[config.mk]
export PLATFORM = sky130hd
export DESIGN_NAME = bp_param
export DESIGN_NICKNAME = d
export VERILOG_FILES = /design/src/rtl/bp_param.sv
export SDC_FILE = /design/constraint.sdc
export NUM_CORES = 1
export LEC_CHECK = 0
export BUFFER_PORTS_ARGS = -buffer_cell sky130_fd_sc_hd__buf_2
export CAP_MARGIN = 20
export CORE_ASPECT_RATIO = 1.4
export CORE_UTILIZATION = 47
export DETAILED_ROUTE_END_ITERATION = 8
export PLACE_DENSITY_LB_ADDON = 0.15
export SYNTH_ARGS = -nofsm -noshare
export SYNTH_HDL_FRONTEND = slang
export SYNTH_SLANG_ARGS = --single-unit
[constraint.sdc]
create_clock -name clk -period 5.4 [get_ports clk]
set_input_delay 1.08 -clock clk [delete_from_list [all_inputs] [get_ports clk]]
set_output_delay 1.08 -clock clk [all_outputs]
set_load 0.02 [all_outputs]
[src/rtl/bp_param.sv]
// bp_param: multicycle 4-register processor with req/ack data memory.
// Define BP_CARRY_EN to add the carry flag and the BC (branch-on-carry) instruction.
module bp_param #(
  parameter int DW = 16,
  parameter int AW = 8
) (
  input  logic          clk,
  input  logic          rst,
  input  logic [15:0]   i_data,
  output logic [AW-1:0] i_addr,
  input  logic [DW-1:0] dm_data_r,
  input  logic          dm_ack,
  output logic          dm_req,
  output logic          dm_we,
  output logic [AW-1:0] dm_addr,
  output logic [DW-1:0] dm_data_w,
  output logic          halted
);
  typedef enum logic [1:0] {FETCH, EXEC, MEM, HALT} state_t;
  state_t state, state_n;
  logic [15:0] ir;
  logic [AW-1:0] pc;
  logic [DW-1:0] rf [4];
  logic [3:0] op;
  logic [1:0] rd, rs;
  logic [DW-1:0] a, b, sum, dif, alu, imm_d;
  logic [AW-1:0] imm_a;
  logic is_mem, wr_alu, take;
  assign op = ir[15:12];
  assign rd = ir[11:10];
  assign rs = ir[9:8];
  assign imm_d = DW'(ir[7:0]);
  assign imm_a = AW'(ir[7:0]);
  assign a = rf[rd];
  assign b = rf[rs];
  assign sum = a + b;
  assign dif = a - b;
  assign is_mem = op == 4'h7 || op == 4'h8;
  assign wr_alu = op >= 4'h1 && op <= 4'h6;
  assign alu = op == 4'h1 ? imm_d :
               op == 4'h2 ? sum :
               op == 4'h3 ? dif :
               op == 4'h4 ? a & b :
               op == 4'h5 ? a | b : a ^ b;
  assign i_addr = pc;
  assign halted = state == HALT;
`ifdef BP_CARRY_EN
  logic carry;
  assign take = op == 4'h9 || (op == 4'hA && a == '0) || (op == 4'hC && carry);
  // sum < a exposes the carry-out without widening the adder
  always_ff @(posedge clk or posedge rst)
    if (rst) carry <= 1'b0;
    else if (state == EXEC) carry <= op == 4'h2 ? sum < a : op == 4'h3 ? a < b : carry;
`else
  assign take = op == 4'h9 || (op == 4'hA && a == '0);
`endif
  always_ff @(posedge clk or posedge rst)
    if (rst) state <= FETCH;
    else state <= state_n;
  always_comb begin
    state_n = state;
    if (state == FETCH) state_n = EXEC;
    else if (state == EXEC) state_n = is_mem ? MEM : op == 4'hB ? HALT : FETCH;
    else if (state == MEM && dm_ack) state_n = FETCH;
  end
  always_ff @(posedge clk or posedge rst)
    if (rst) begin
      ir <= '0;
      pc <= '0;
      rf <= '{default: '0};
      dm_req <= 1'b0;
      dm_we <= 1'b0;
      dm_addr <= '0;
      dm_data_w <= '0;
    end else if (state == FETCH) begin
      ir <= i_data;
      pc <= pc + 1'b1;
    end else if (state == EXEC) begin
      if (take) pc <= imm_a;
      if (wr_alu) rf[rd] <= alu;
      if (is_mem) begin
        dm_req <= 1'b1;
        dm_we <= op == 4'h8;
        dm_addr <= imm_a;
        dm_data_w <= a;
      end
    end else if (state == MEM && dm_ack) begin
      dm_req <= 1'b0;
      if (!dm_we) rf[rd] <= dm_data_r;
    end
endmodule
[Word level (Yosys, flattened, before mapping)]
Index checks and enable logic that the tools add are counted.
Storage, ports and cells
  memories: 0
  bits in latches: 0
  register bits: 116
  memory bits (writable): 0
  input port bits: 35
  ROM bits: 0
  output and inout port bits: 35
  logic and storage cells: 87
Operators by class
  bitwise logic cells: 6
  div/mod/pow operators: 0
  order comparisons: 5
  add/subtract/negate cells: 3
  multiply operators: 0
  eq/ne operators: 16
  mux-type cells: 30
  shift-type cells: 0
  reductions and logical operators: 16
Operators with widths (number)
  64-bit two-way mux: 4
  16-bit two-way mux: 10
  64-bit bitwise mux: 2
  16-bit binary-select mux with 2-bit select: 2
  16-bit demux with 2-bit select: 1
  8-bit two-way mux: 3
  16-bit adder: 1
  16-bit AND: 1
  4-bit equality test, second input constant: 4
  16-bit zero test: 1
  16-bit OR: 1
  16-bit subtractor: 1
  16-bit bitwise XOR: 1
  4-bit by 3-bit equality test with 1-bit output, second input constant: 3
  2-bit two-way mux: 5
  8-bit by 1-bit adder with 8-bit output, second input constant: 1
  4-bit by 2-bit equality test with 1-bit output, second input constant: 2
  3-bit greater-or-equal comparator, second input constant: 2
  2-bit NOT with 3-bit output: 2
  3-bit AND reduction: 2
  2-bit nonzero test: 3
  2-bit equality test, second input constant: 2
  4-bit by 1-bit equality test with 1-bit output, second input constant: 1
  4-bit by 1-bit greater-or-equal comparator with 1-bit output, second input constant: 1
  other kinds (13): 20

[Longest topological paths before layout]
  word-level depth: 13
  mapped depth: 13
  gate-level depth less buffers: 12

[Worst setup path after synthesis]
Ideal clock, no wire load.
  path kind: reg2reg
  from: register ir[8]
  to: register rf[29] (netlist bit)
  library setup time: 0.127 ns
  stages on the path, launching flop included: 13
  data arrival time: 4.119 ns
  setup slack: 1.153 ns
  path buffers: 2
  data required time: 5.273 ns
  clock period less this slack: 4.247 ns
  cells stage by stage: dfrtp_1 -> clkbuf_1 -> buf_1 -> mux4_2 -> inv_1 -> ha_1 -> o21ba_1 -> a2111oi_4 -> o311ai_1 -> or4_1 -> a31oi_1 -> o41ai_2 -> mux2_1
Between the ends
  cells in the longest elaborated chain, start to end: 13
RTL lines
  from (decl): RTL line 21  | logic [15:0] ir;
  from (signal assigned): RTL line 76  | ir <= i_data;
  2-bit NOT with 3-bit output (implied by the code) *: RTL line 35  | assign b = rf[rs];
  16-bit binary-select mux with 2-bit select *: RTL line 35
  16-bit two-way mux (implied by the code) * (2 in series): RTL line 35
  branches (longest 4 deep; another with 16-bit subtractor)
  16-bit two-way mux *: RTL line 41  | op == 4'h2 ? sum :
  16-bit two-way mux *: RTL line 40  | assign alu = op == 4'h1 ? imm_d :
  64-bit bitwise mux *: RTL line 80  | if (wr_alu) rf[rd] <= alu;
  64-bit two-way mux *: RTL line 80
  64-bit two-way mux *: RTL line 78  | end else if (state == EXEC) begin
  to (signal, indexed assignment): RTL line 80
  to (signal, indexed assignment): RTL line 89  | if (!dm_we) rf[rd] <= dm_data_r;
  to (decl): RTL line 23  | logic [DW-1:0] rf [4];
Every way passes the cells marked *. The select of a mux whose other input is x is not followed.
A chain may end at the register's enable or synchronous reset.

[Worst setup path after layout]
  from: register ir[10]
  to: register rf[44] (netlist bit)
RTL lines
  2-bit NOT with 3-bit output (implied by the code) *: RTL line 34  | assign a = rf[rd];
  16-bit binary-select mux with 2-bit select *: RTL line 34
  16-bit two-way mux (implied by the code) * (2 in series): RTL line 34
  via a[0]: RTL line 26  | logic [DW-1:0] a, b, sum, dif, alu, imm_d;
  16-bit subtractor: RTL line 37  | assign dif = a - b;
  16-bit two-way mux: RTL line 42  | op == 4'h3 ? dif :
  16-bit two-way mux *: RTL line 41
  16-bit two-way mux *: RTL line 40
  64-bit bitwise mux *: RTL line 80
  64-bit two-way mux *: RTL line 80
  64-bit two-way mux *: RTL line 78
The timed path passes the listed nets; every way through them passes the cells marked *. The select of a mux whose other input is x is not followed.

==> summary.txt <==
Yosys
  • Largest area contributor in the netlist: dfrtp_1
  • Ys async rst share: 100%
  • Synth Flop Type: dfrtp_1
  • EDFF count, synth: 0
  • Syn_area_per_cell: 9.68 um2
  • Syn nets: 952
  • Synth area leaders: dfrtp_1, mux2_2, mux4_2
  • Share of Yosys cell area claimed by the top area cell type: 34.6%
  • Synth Instances: 866
  • Number of synthesized register bits: 116
  • Netlist Area Pre-Place: 8380 um2
  • Post-synthesis sequential area ratio: 34.6%
  • Synth cell types: 74
  • Yosys warns: 0

Clock tree
  • Post-CTS setup buffers: 0
  • Clock Tree Buf Depth: 2
  • Skew-Pair Late Insertion Delay: 0.42 ns
  • Cts hold-fix bufs: 0
  • PostCTS Resize Cnt: 0
  • CTS Buf Count: 17
  • Root Driver: clkbuf_16
  • CTS tree: done
  • Worst-path clk slew: 0.06 ns
  • CTS H-Tree Depth: 4
  • # clock sinks: 116

Timing
  • Slew headroom: 38.5%
  • Time the worst path needs with I/O delays and setup: 4.65 ns
  • Fin. Hold Viols: 0
  • Final setup vio count: 0
  • Final TNS setup: 0 ns
  • Slew @ Worst Pin: 0.917 ns
  • Skew final: 0.0155 ns
  • RSZ-0062 raised after global routing: no
  • Fmax: 215 MHz
  • Final period util: 86.1%
  • Max-slew violations: 0

Floorplan
  • I/O pin count: 70
  • Die area: 18400 um2
  • Core area: 17400 um2
  • Die height: 160 um
  • Die X: 115 um
  • Initial Utilization: 48.2%
  • Row cnt: 57

Setup path
  • Critical Path AT: 4.91 ns
  • Crit-path cells: mux4_2, inv_1, ha_1, inv_1, fa_1, nor2b_1, o21ai_0, nor4b_2, o211a_1, nor3_1, a211oi_1, o221ai_1
  • CP Buf/Inv Count: 2
  • CP Data Required Time: 5.66 ns
  • Setup Crit Path Kind: reg -> reg
  • Slowest stage cell, crit path: dfrtp_1
  • Crit path max fanout: 12
  • CP max stage delay: 0.79 ns
  • Top cell family by delay on the critical path: compound AO/OA/AOI/OAI gates
  • Crit path capture type: flop
  • Cell mode on critical path: inv_1
  • Startpoint types: flop

Finish
  • Leading cell types in the layout, fill and taps excluded: nand2_1, dfrtp_1, buf_2
  • Area grow syn2layout: 13.6%
  • Fill cells: 1641
  • Final net count: 1002
  • Layout cells sized above 1: 25.0%
  • Commonest non-fill, non-tap cell in the layout: nand2_1
  • Ant. Diodes: 0

Detailed routing
  • Number of DRC markers in iteration 0: 572
  • Total Wirelength: 25000 um
  • Routed len/inst: 21.4 um
  • Post-route ant nets: 0
  • Via-per-instance ratio: 6.08
  • Routed vias: 7087
  • # DRC: 0
  • TritonRoute pass-1 iters: 7

Global routing
  • Tot GR Track Use: 28.6%
  • Vias in the first global route: 7063
  • Grt total ovfl: 0
  • Initial antenna violation count: 0
  • First-pass GRT wire length: 39700 um
  • Largest net degree at the start of global routing: 51

Place
  • Buffers added on ports: 69
  • Gp weighted congestion: 0.937
  • DP Wirelength: 18300 um

Job
  • Max Cap Viol: 0

Status
  • Status: complete, no violations

Worst hold path
  • Worst hold-check path type: reg -> reg
## synthesized netlist by cell type, drive strengths merged, types with 3 or more instances
library cell,instances
nand2,124
dfrtp,116
mux2,67
o21ai,52
inv,50
ha,49
nor2,42
clkbuf,41
a21oi,38
mux4,32
o211ai,18
nand3,17
mux2i,16
nor2b,16
a31oi,15
o221ai,14
buf,13
a211oi,11
o21a,11
nor3,9
and2,8
a21o,7
and3,7
nand2b,7
o31ai,7
or2,6
or4,6
xnor2,6
nor4,5
or3,4
a221oi,3
a311oi,3
nand4,3
o22ai,3
## path summary, 6_finish.rpt
| path | from | end | slack [ns] | depth (start not counted) |
|---|---|---|---|---|
| max in group asynchronous | rst | ir[12]$_DFFE_PP0P_ | 3.76 | 3 |
| setup / recovery | ir[10]$_DFFE_PP0P_ | rf[44]$_DFFE_PP0P_ | 0.75 | 12 |
| hold reg to reg | i_addr[7]$_DFFE_PP0P_ | i_addr[7]$_DFFE_PP0P_ | 0.49 | 1 |
| hold / removal | i_addr[7]$_DFFE_PP0P_ | i_addr[7]$_DFFE_PP0P_ | 0.49 | 1 |
| min in group asynchronous | rst | rf[34]$_DFFE_PP0P_ | 0.66 | 2 |
| setup reg to reg | ir[10]$_DFFE_PP0P_ | rf[44]$_DFFE_PP0P_ | 0.75 | 12 |
## area by class of cell
cell class	count	area (um2)	share of cell area (%)
timing repair buffer	85	465	4.89
inverter	50	190	2.00
multi-input combinational	646	5100	53.5
clock buffer	17	425	4.47
sequential	116	2900	30.5
tap	236	295	3.10
clock inverter	15	146	1.54
## per-layer routing
layer,vias to the layer above,wire length (um),track usage (%)
met5,-,0,0
met4,0,1260,15.1
met3,66,1120,4.33
met2,267,12400,47.4
met1,3479,10200,35.8
li1,3275,-,-
## cell families (layout without fill, tap and decap cells)
group | after synthesis | after routing | share of synthesized area (%)
AO/OA/AOI/OAI | 214 | 214 | 17.6
XOR/XNOR | 6 | 6 | 0.627
adder cells (fa/ha/maj) | 51 | 51 | 7.79
buffers and inverters | 104 | 167 | 4.87
flip-flops | 116 | 116 | 34.6
multiplexers | 115 | 115 | 19.6
AND/OR/NAND/NOR | 260 | 260 | 14.9
## state kept, by name, summed over array words and instances (netlist names)
name and count:
dm_addr 8, dm_data_w 16, dm_req 1, dm_we 1, i_addr 8, ir 16, rf 64, state 2
## metrics by stage
step	cells	cell area, um2	worst slack, ns	utilization (%)	hold WS (ns)
finish	1165	9520	0.752	54.7	0.493
global route	1165	9520	0.480	54.7	0.520
CTS	1165	9520	0.836	54.7	0.493
detailed placement	1133	8950	0.878	51.4	0.484
global placement	1133	8950	0.859	51.4	0.471
floorplan	866	8380	1.15	-	0.460
Power is not shown: default switching activity piles up to over one toggle a cycle in this logic, so the estimate is an artifact.
